### src/rtl/minn_pkg.sv
// rtl/minn_pkg.sv - shared types and defaults for the Minn detector and symbol framer
package minn_pkg;

  localparam int SAMPLE_WIDTH   = 12;
  localparam int NFFT_DEFAULT   = 2048;
  localparam int CP_LEN_DEFAULT = 512;

  typedef enum logic [1:0] {
    ST_IDLE = 2'd0,
    ST_BODY = 2'd1,
    ST_CP   = 2'd2
  } framer_state_t;

  typedef struct packed {
    logic signed [SAMPLE_WIDTH-1:0] ch0_i;
    logic signed [SAMPLE_WIDTH-1:0] ch0_q;
    logic signed [SAMPLE_WIDTH-1:0] ch1_i;
    logic signed [SAMPLE_WIDTH-1:0] ch1_q;
  } sample_t;

  // Counter width that never collapses to zero bits for degenerate sizes.
  function automatic int clog2_min1(input int v);
    return (v > 1) ? $clog2(v) : 1;
  endfunction

endpackage

### src/rtl/sat_counter.sv
// rtl/sat_counter.sv - saturating event counter with synchronous clear
module sat_counter #(
  parameter int WIDTH = 16
) (
  input  logic             clk,
  input  logic             clear,
  input  logic             inc,
  output logic [WIDTH-1:0] count
);

  always_ff @(posedge clk) begin
    if (clear) begin
      count <= '0;
    end else if (inc && (count != {WIDTH{1'b1}})) begin
      count <= count + WIDTH'(1);
    end
  end

endmodule

### src/rtl/ofdm_symbol_framer.sv
// rtl/ofdm_symbol_framer.sv - cuts CP-free NFFT windows per OFDM symbol; FRAMER_STATS_EN adds stats
module ofdm_symbol_framer
  import minn_pkg::*;
#(
  parameter int INPUT_WIDTH    = SAMPLE_WIDTH,
  parameter int NFFT           = NFFT_DEFAULT,
  parameter int CP_LEN         = CP_LEN_DEFAULT,
  parameter int SYMS_PER_FRAME = 14,
  parameter int SYM_IDX_WIDTH  = 4
) (
  input  logic                          clk,
  input  logic                          rst,
  input  logic                          in_valid,
  input  logic signed [INPUT_WIDTH-1:0] in_ch0_i,
  input  logic signed [INPUT_WIDTH-1:0] in_ch0_q,
  input  logic signed [INPUT_WIDTH-1:0] in_ch1_i,
  input  logic signed [INPUT_WIDTH-1:0] in_ch1_q,
  input  logic                          in_frame_start,
  output logic                          out_valid,
  output logic signed [INPUT_WIDTH-1:0] out_ch0_i,
  output logic signed [INPUT_WIDTH-1:0] out_ch0_q,
  output logic signed [INPUT_WIDTH-1:0] out_ch1_i,
  output logic signed [INPUT_WIDTH-1:0] out_ch1_q,
  output logic                          out_sym_start,
  output logic                          out_sym_last,
  output logic [SYM_IDX_WIDTH-1:0]      out_sym_idx,
  output logic                          frame_done,
  output logic                          busy
`ifdef FRAMER_STATS_EN
  ,
  output logic [15:0]                   stat_frames,
  output logic [15:0]                   stat_dropped_starts
`endif
);

  localparam int BODY_W = clog2_min1(NFFT);
  localparam int CP_W   = clog2_min1(CP_LEN + 1);
  localparam logic [BODY_W-1:0]        BODY_LAST = BODY_W'(NFFT - 1);
  localparam logic [CP_W-1:0]          CP_END    = CP_W'(CP_LEN);
  localparam logic [SYM_IDX_WIDTH-1:0] IDX_LAST  = SYM_IDX_WIDTH'(SYMS_PER_FRAME - 1);

  framer_state_t            state, state_nxt;
  logic [BODY_W-1:0]        body_cnt, body_nxt;
  logic [CP_W-1:0]          cp_cnt, cp_nxt;
  logic [SYM_IDX_WIDTH-1:0] sym_idx, idx_nxt;

  logic                     take_body;
  logic [BODY_W-1:0]        pos;
  logic [SYM_IDX_WIDTH-1:0] cur_idx;
  logic                     emit_start;
  logic                     emit_last;
  logic                     emit_done;
  logic                     drop_start;

  always_comb begin
    state_nxt  = state;
    body_nxt   = body_cnt;
    cp_nxt     = cp_cnt;
    idx_nxt    = sym_idx;
    take_body  = 1'b0;
    pos        = '0;
    cur_idx    = sym_idx;
    emit_last  = 1'b0;
    emit_done  = 1'b0;
    drop_start = 1'b0;

    if (in_valid) begin
      case (state)
        ST_IDLE: begin
          if (in_frame_start) begin
            take_body = 1'b1;
            cur_idx   = '0;
          end
        end
        ST_BODY: begin
          take_body  = 1'b1;
          pos        = body_cnt;
          drop_start = in_frame_start;
        end
        ST_CP: begin
          drop_start = in_frame_start;
          // The sample after CP_LEN discards is already body sample 0 of the next symbol.
          if (cp_cnt == CP_END) begin
            take_body = 1'b1;
            cur_idx   = sym_idx + SYM_IDX_WIDTH'(1);
          end else begin
            cp_nxt = cp_cnt + CP_W'(1);
          end
        end
        default: state_nxt = ST_IDLE;
      endcase

      if (take_body) begin
        idx_nxt = cur_idx;
        if (pos == BODY_LAST) begin
          emit_last = 1'b1;
          body_nxt  = '0;
          cp_nxt    = '0;
          if (cur_idx == IDX_LAST) begin
            emit_done = 1'b1;
            state_nxt = ST_IDLE;
          end else begin
            state_nxt = ST_CP;
          end
        end else begin
          body_nxt  = pos + BODY_W'(1);
          state_nxt = ST_BODY;
        end
      end
    end
  end

  assign emit_start = take_body && (pos == '0);

  always_ff @(posedge clk) begin
    if (rst) begin
      state         <= ST_IDLE;
      body_cnt      <= '0;
      cp_cnt        <= '0;
      sym_idx       <= '0;
      out_valid     <= 1'b0;
      out_sym_start <= 1'b0;
      out_sym_last  <= 1'b0;
      frame_done    <= 1'b0;
      busy          <= 1'b0;
      out_ch0_i     <= '0;
      out_ch0_q     <= '0;
      out_ch1_i     <= '0;
      out_ch1_q     <= '0;
    end else begin
      state         <= state_nxt;
      body_cnt      <= body_nxt;
      cp_cnt        <= cp_nxt;
      sym_idx       <= idx_nxt;
      out_valid     <= take_body;
      out_sym_start <= emit_start;
      out_sym_last  <= emit_last;
      frame_done    <= emit_done;
      busy          <= (state_nxt != ST_IDLE);
      if (take_body) begin
        out_ch0_i <= in_ch0_i;
        out_ch0_q <= in_ch0_q;
        out_ch1_i <= in_ch1_i;
        out_ch1_q <= in_ch1_q;
      end
    end
  end

  // sym_idx only changes when a body sample is emitted, so it doubles as the held output tag.
  assign out_sym_idx = sym_idx;

`ifdef FRAMER_STATS_EN
  sat_counter #(.WIDTH(16)) u_frames_cnt (
    .clk   (clk),
    .clear (rst),
    .inc   (emit_done),
    .count (stat_frames)
  );

  sat_counter #(.WIDTH(16)) u_dropped_cnt (
    .clk   (clk),
    .clear (rst),
    .inc   (drop_start),
    .count (stat_dropped_starts)
  );
`else
  logic stats_unused;
  assign stats_unused = drop_start;
`endif

endmodule

### config.mk
export PLATFORM = sky130hd
export DESIGN_NAME = ofdm_symbol_framer
export DESIGN_NICKNAME = d
export VERILOG_FILES = /design/src/rtl/minn_pkg.sv /design/src/rtl/sat_counter.sv /design/src/rtl/ofdm_symbol_framer.sv
export SDC_FILE = /design/constraint.sdc
export NUM_CORES = 1
export LEC_CHECK = 0
export BUFFER_PORTS_ARGS = -buffer_cell sky130_fd_sc_hd__buf_2
export CAP_MARGIN = 10
export CORE_ASPECT_RATIO = 0.6
export CORE_MARGIN = 2
export CORE_UTILIZATION = 50
export DETAILED_ROUTE_END_ITERATION = 10
export GPL_TIMING_DRIVEN = 1
export PLACE_DENSITY = 0.79
export SETUP_SLACK_MARGIN = 0.15
export SYNTH_ARGS = -nofsm -noshare
export SYNTH_HDL_FRONTEND = slang
export SYNTH_SLANG_ARGS = --single-unit
### constraint.sdc
create_clock -name clk -period 4.2 [get_ports clk]
set_input_delay 0.63 -clock clk [delete_from_list [all_inputs] [get_ports clk]]
set_output_delay 0.63 -clock clk [all_outputs]
set_load 0.005 [all_outputs]
**Yosys cells after proc, flatten, opt, wreduce, memory -nomap -nowiden**

Cells that the tools add are included.

- Logic and storage cells: 56
- Input port bits: 52
- Bits in registers: 80

- Reductions and logical operators: 8
- $add $sub $neg: 3
- Mux-type cells: 24
- Bitwise logic cells: 3
- Equality and inequality tests: 5

Operators with widths:

| kind | count |
|---|---|
| $mux 11 | 4 |
| $mux 10 | 4 |
| $mux 4 | 3 |
| $add 11x1->11 const B | 1 |
| $eq 11x11->1 const B | 1 |
| $logic_not 11->1 | 1 |
| $add 10x1->10 const B | 1 |
| $eq 10x10->1 const B | 1 |
| $mux 2 | 5 |
| $pmux 4 s2 | 1 |
| $mux 1 | 6 |
| $reduce_or 3->1 | 2 |
| $add 4x1->4 const B | 1 |
| $eq 4x4->1 const B | 1 |
| $reduce_or 4->1 | 1 |
| $not 1->1 | 3 |
| $pmux 1 s3 | 1 |
| $eq 2x1->1 const B | 1 |
| $eq 2x2->1 const B | 1 |
| $logic_not 2->1 | 1 |
| $reduce_and 2->1 | 1 |
| $reduce_bool 2->1 | 1 |
| $logic_and 1x1->1 | 1 |

**Depth between registers and ports, before layout**

Gate-level depths: netlist of run 1.

- Depth in word-level cells: 10
- Gate-level depth with buffers: 10

**Least setup slack after synthesis of run 1**

No wires, ideal clock.

- Path type: register to register
- Start: register state[0]
- End: register cp_cnt[0]
- Slack: 2.011 ns
- Arrival time: 2.064 ns
- Data required time: 4.074 ns
- Buffers on the path: 2
- Cell stages (with the launch flop): 11
- Cells stage by stage: dfxtp_1 -> clkbuf_1 -> nor2b_1 -> buf_2 -> and2_1 -> ha_1 -> nand3_1 -> nor2_1 -> nand2_1 -> o21bai_2 -> nor2_1

- Cells in the longest elaborated chain, start to end: 6

RTL lines:

| element | line | RTL |
|---|---|---|
| from (decl) | ofdm_symbol_framer.sv:42 | `framer_state_t state, state_nxt;` |
| from (signal assigned) | ofdm_symbol_framer.sv:131 | `state <= state_nxt;` |
| $eq 2x1->1 | ofdm_symbol_framer.sv:68 | `case (state)` |
| $mux 11 | ofdm_symbol_framer.sv:68 |  |
| $mux 11 | ofdm_symbol_framer.sv:67 | `if (in_valid) begin` |
| $eq 11x11->1 | ofdm_symbol_framer.sv:95 | `if (pos == BODY_LAST) begin` |
| $mux 10 | ofdm_symbol_framer.sv:95 |  |
| $mux 10 (*) | ofdm_symbol_framer.sv:93 | `if (take_body) begin` |
| to (signal assigned) | ofdm_symbol_framer.sv:133 | `cp_cnt <= cp_nxt;` |
| to (decl) | ofdm_symbol_framer.sv:44 | `logic [CP_W-1:0] cp_cnt, cp_nxt;` |

Mark *: on every way between the ends. The rest lies on a longest branch, timed or not. The select of a mux whose other input is x is not followed.
A chain may end at the register's enable or synchronous reset.

**Final worst setup path of run 1**

- Start: register state[0]
- End: register cp_cnt[5]

The elaborated chain is that of the path after synthesis.

==> results.json, run 1 <==
{
  "synthSimpleGateAreaFrac_pct": 27.7,
  "finalCritPeriodShare_pct": 68.2,
  "cts_buffer_depth": 2,
  "synthDistinctLibCells": 43,
  "synthFlopType": "dfxtp_1",
  "antenna_found_initial": 0,
  "port_buffers": 108,
  "initial_core_util_pct": 51.2,
  "syn_avg_cell_area_um2": 7.89,
  "slew_viol_final": 0,
  "drc": 0,
  "dp_cells": 598,
  "grt_use_total_pct": 23.5,
  "syn_area_mm2": 0.00339,
  "rsz0062_at_grt": "no",
  "async_flop_share_pct": 0,
  "antenna_cells": 0,
  "synth-compound-area-share_pct": 17.2,
  "critPathLaunchType": "flop",
  "synth_fa_ha_area_share_pct": 1.48,
  "ir_worst_vdd_mv": 0.202,
  "hold_path.class": "flop to flop",
  "cp_max_fo": 14,
  "synthCells": 430,
  "cellPowerDensity_mw_per_mm2": 398,
  "synth_fp_nets": 486,
  "routed_wl_um": 8620,
  "htreeDepth": 3,
  "yosysTopAreaCell": "dfxtp_1",
  "die_y_um": 67.8,
  "setup_viol": 0,
  "grt_pass1_wl_um": 13500,
  "cp.required_ps": 4410,
  "utilization_pct": 63.6,
  "layout_setup_ws_ps": 1340,
  "cts_tree": "yes",
  "num_rows": 23,
  "yosys_warnings": 0,
  "synth_top_family_by_area": "simple AND/OR/NAND/NOR gates",
  "clk_latency_ps": 330,
  "path_clk_slew_ps": 70,
  "cts_hold_buffers": 0,
  "arrival_ps": 3070,
  "numClockSinks": 80,
  "synth_xor_area_share_pct": 1.55,
  "synth_top_area_share_pct": 47.2,
  "synthTopCellsByCount": "nand2_1 (117), dfxtp_1 (80), a21oi_1 (67)",
  "core_area_mm2": 0.00662,
  "grt_overflow_total": 0,
  "drive_above_1_share_pct": 25.2,
  "crit_chain": "nor2b_1, and2_1, ha_1, nand3_1, nor2_1, nand2_1, o21bai_2, nor2_1",
  "postCtsSetupBuffers": 0,
  "synth_top_cells_by_area": "dfxtp_1 (47%), nand2_1 (13%), a21oi_1 (9.9%)",
  "worst_pin_slew_ps": 1080,
  "syn_to_final_growth_pct": 24.2,
  "cpMostUsedCell": "nor2_1",
  "drt_first_pass_iters": 5,
  "fin_cells": 614,
  "critical_path.slowest_cell": "dfxtp_1",
  "critPathMaxStageDelay_ps": 550,
  "cts_made_buffers": 9,
  "drt_first_iter_violations": 263,
  "r2r-start": "state[0]",
  "hold_violations": 0,
  "final_antenna_net_count": 0,
  "synth.most_common_cell": "nand2_1",
  "power_mw": 1.68,
  "grt_pass1_vias": 2835,
  "wire_per_inst_um": 14.0,
  "cts-resized-gates": 0,
  "p_leak_nw": 1.80,
  "path_class": "flop to flop",
  "die_area_mm2": 0.00748,
  "setup.worst_path.end_class": "flop",
  "skew_ps": 8.91,
  "endpoint": "cp_cnt[5]",
  "fmax_ghz": 0.349,
  "reg2regPathDepth": 8,
  "vias_per_cell": 5.41,
  "grt_max_degree": 63,
  "synth_edf_count": 0,
  "r2r_slack_ps": 1340,
  "io_pins": 109,
  "cts-root-buf": "clkbuf_16",
  "fin_tns_setup_ps": 0,
  "synthMuxAreaShare_pct": 0.590,
  "nets": 578,
  "min_period_ps": 2860,
  "num_vias": 3321,
  "cap_violations": 0,
  "yosysSeqAreaShare_pct": 47.2,
  "timing.slew.headroom_pct": 28.0,
  "hpwl_um": 5860,
  "preCtsSetupSlack_ps": 1470,
  "startpoint": "state[0]",
  "outcome": "completed",
  "place_congestion": 0.954,
  "die_w_um": 110,
  "synth_seq_cells": 80,
  "r2r-end": "cp_cnt[5]"
}
## worst max-delay path, delay by kind of cell (launching register included)
kind            cells  cell delay, ps
simple gates        6            1550
compound gates      1             410
flops               1             550
fa+ha+maj           1             230
## metrics by stage
stage                     hold slack [ps]  instance area [um^2]
final                                 447                  4210
after global routing                  468                  4210
after CTS                             451                  4210
after detailed placement              441                  3930
after global placement                436                  3930
after floorplan                       445                  3390
## flip-flops by register name, summed over array words and instances, names as in the netlist
name and cells:
out_sym_start 1, busy 1, out_sym_last 1, out_ch1_q 12
out_valid 1, out_ch0_q 12, out_ch0_i 12, cp_cnt 10
out_sym_idx 4, frame_done 1, body_cnt 11, state 2
out_ch1_i 12
## per-layer routing
| metal | vias to the layer above | track usage [%] | routed length, um |
|---|---|---|---|
| li1 | 1654 | - | - |
| met1 | 1510 | 32.5 | 4070 |
| met2 | 148 | 32.1 | 3560 |
| met3 | 9 | 11.1 | 928 |
| met4 | 0 | 7.03 | 61 |
| met5 | - | 0 | 0 |
## kinds of logic (layout without fill, tap and decap cells)
group	after synthesis	in the layout
AOI/OAI and AO/OA	102	102
xor gates and xnor gates	6	6
adders and majority gates	4	4
buffers and inverters	35	132
DFF	80	80
muxes	2	2
and+or+nand+nor	201	201
## layout by cell type, fill, tap and decap left out, types with 2 or more instances in the layout
cell type / count
a211oi_1: 2
a21o_1: 2
a21oi_1: 67
a311oi_1: 6
a31oi_1: 6
a41oi_1: 2
and2_1: 3
and3_1: 3
and4b_1: 2
buf_2: 108
clkbuf_16: 9
clkinvlp_4: 3
dfxtp_1: 80
ha_1: 4
inv_1: 7
inv_6: 3
mux2i_1: 2
nand2_1: 116
nand2b_1: 3
nand3_1: 11
nand3b_1: 4
nand4_1: 7
nor2_1: 21
nor2b_1: 6
nor3_1: 8
nor3b_1: 3
nor4_1: 4
o21ai_0: 11
or4_1: 2
xnor2_1: 2
xor2_1: 4
## report_power, final
part	switching, mW	total (mW)	internal [mW]	leakage [nW]
clock network	0.325	0.730	0.405	0.129
registers	0.0162	0.803	0.787	0.652
logic	0.0824	0.142	0.0598	1.02
## worst min path at each step
stage / startpoint / endpoint / slack, ps / cells after the start
after floorplan: cp_cnt[8] / cp_cnt[8] / 450 / 2
after global placement: out_ch1_i[11] / out_ch1_i[11] / 440 / 2
after detailed placement: out_ch0_q[4] / out_ch0_q[4] / 440 / 2
after CTS: out_ch0_q[4] / out_ch0_q[4] / 450 / 2
after global routing: out_ch1_i[1] / out_ch1_i[1] / 470 / 2
final: out_ch0_q[4] / out_ch0_q[4] / 450 / 2
## layout make-up
cell class	count	area, um^2
well taps	87	109
flip-flops and latches	80	1600
clock inverters	7	53.8
repair buffers	109	548
multi-input cells	315	1650
inverters	7	26.3
fillers	594	2410
clock buffers	9	225
(Power assumes the default switching activity.)
==> run 2, diff against run 1 <==
clock period = 2.7 ns   (was 4.2 ns; I/O delays follow)
==> run 2 against run 1 <==
Against the previous run: sequential power increased by 56%; die area unchanged; clock skew is 2.8 ps lower; flip-flop and latch count is the same; setup slack got worse by 1000 ps; largest cell class unchanged; largest power group is now the clock network.
==> results.json, run 2 (same netlist as run 1, synthesis figures left out) <==
{
  "outcome": "completed",
  "clockPowerShare_pct": 46.5,
  "skew_ps": 6.08,
  "grt_max_degree": 32,
  "core_area_mm2": 0.00662,
  "fin_area_mm2": 0.00432,
  "p_int_mw": 2.14,
  "timing.slew.headroom_pct": 54.7,
  "hpwl_um": 6190,
  "fin_cells": 621,
  "port_buffers": 108,
  "layout_setup_ws_ps": 319,
  "fmax_ghz": 0.420,
  "antenna_found_initial": 0,
  "wire_per_inst_um": 14.0,
  "drt_first_iter_violations": 353,
  "ir_worst_vdd_mv": 0.490,
  "cts_buffer_depth": 2,
  "syn_to_final_growth_pct": 27.4,
  "num_rows": 23,
  "setup.worst_path.end_class": "flop",
  "cts-root-buf": "clkbuf_16",
  "cts-resized-gates": 0,
  "cts_tree": "yes",
  "seq_power_share_pct": 44.9,
  "vias_per_cell": 5.38,
  "io_pins": 109,
  "hold_violations": 0,
  "dp_cells": 605,
  "rsz0062_at_grt": "no",
  "finalCritPeriodShare_pct": 88.2,
  "min_period_ps": 2380,
  "arrival_ps": 2590,
  "layout_commonest_cell": "nand2_1",
  "clk_latency_ps": 340,
  "postCtsSetupBuffers": 0,
  "die_w_um": 110,
  "r2r-start": "state[1]",
  "antenna_cells": 0,
  "path_class": "flop to flop",
  "fin_tns_setup_ps": 0,
  "hold_start": "in_ch1_i[6]",
  "die_area_mm2": 0.00748,
  "cp.required_ps": 2910,
  "startpoint": "state[1]",
  "drt_first_pass_iters": 5,
  "grt_pass1_wl_um": 13300,
  "initial_core_util_pct": 51.2,
  "final_antenna_net_count": 0,
  "drive_above_1_share_pct": 26.2,
  "cap_violations": 0,
  "hold_path.class": "input port to flop",
  "num_vias": 3344,
  "worst_hold_slack_ps": 302,
  "power_mw": 2.77,
  "grt_use_total_pct": 23.2,
  "p_switching_mw": 0.637,
  "setup_viol": 0,
  "grt_pass1_vias": 2904,
  "path_clk_slew_ps": 60,
  "swShare_pct": 23.0,
  "utilization_pct": 65.3,
  "slew_viol_final": 0,
  "die_y_um": 67.8,
  "cts_hold_buffers": 0,
  "numClockSinks": 80,
  "grt_overflow_total": 0,
  "htreeDepth": 3,
  "placed_area_mm2": 0.00400,
  "cellPowerDensity_mw_per_mm2": 642,
  "drc": 0,
  "critPathLaunchType": "flop",
  "comb_power_share_pct": 8.6,
  "final_cell_mix": "nand2_1 (116), buf_2 (108), dfxtp_1 (80)",
  "fill_cells": 579,
  "cp_max_fo": 14,
  "nets": 585,
  "p_leak_nw": 1.87,
  "routed_wl_um": 8710,
  "preCtsSetupSlack_ps": 346,
  "cts_made_buffers": 9,
  "place_congestion": 0.904,
  "worst_pin_slew_ps": 673
}
==> run 2: cell count changes in the layout (fill, tap and decap cells not counted), moves of 2 or more <==
cell and change:
clkinv_4 +3, inv_6 -3, clkinvlp_4 -3, buf_4 +6
bufinv_16 +2
==> run 2: layout make-up <==
type	instances	area [um^2]	share of cell area, %
Timing Repair Buffer	116	613	14.2
Inverter	7	26.3	0.608
Clock inverter	7	96.3	2.23
Tap cell	87	109	2.52
Clock buffer	9	225	5.21
Multi-Input combinational cell	315	1650	38.2
Sequential cell	80	1600	37.1
==> run 2: power groups by stage <==
stage | clock, mW | combinational, mW | sequential, mW
after floorplan | 0 | 0.121 | 1.28
after global placement | 0 | 0.233 | 1.27
after detailed placement | 0 | 0.238 | 1.27
after CTS | 1.30 | 0.239 | 1.25
after global routing | 1.37 | 0.266 | 1.25
final | 1.29 | 0.238 | 1.25
==> run 2: path summary, 6_finish.rpt <==
path | to | slack, ps | cells past startpoint
max reg2reg | cp_cnt[0] | 320 | 8
min | out_ch1_i[6] | 300 | 3
min reg2reg | out_ch1_q[8] | 450 | 2
max | cp_cnt[0] | 320 | 8
==> run 2: critical path: stages, from the launching register on <==
cell	delay, ps
dfxtp_1	430
nor2b_1	300
and2_1	190
ha_1	210
nand3_1	130
nor2_1	230
nand2_1	280
o21bai_2	390
nor2_1	90
==> run 2: layer usage <==
| metal | global-route usage [%] | part of all wire [%] | vias to the layer above |
|---|---|---|---|
| met1 | 31.2 | 46 | 1533 |
| met4 | 7.34 | 1.1 | 0 |
| li1 | - | - | 1670 |
| met3 | 10.3 | 10 | 12 |
| met5 | 0 | 0 | - |
| met2 | 33.4 | 43 | 129 |
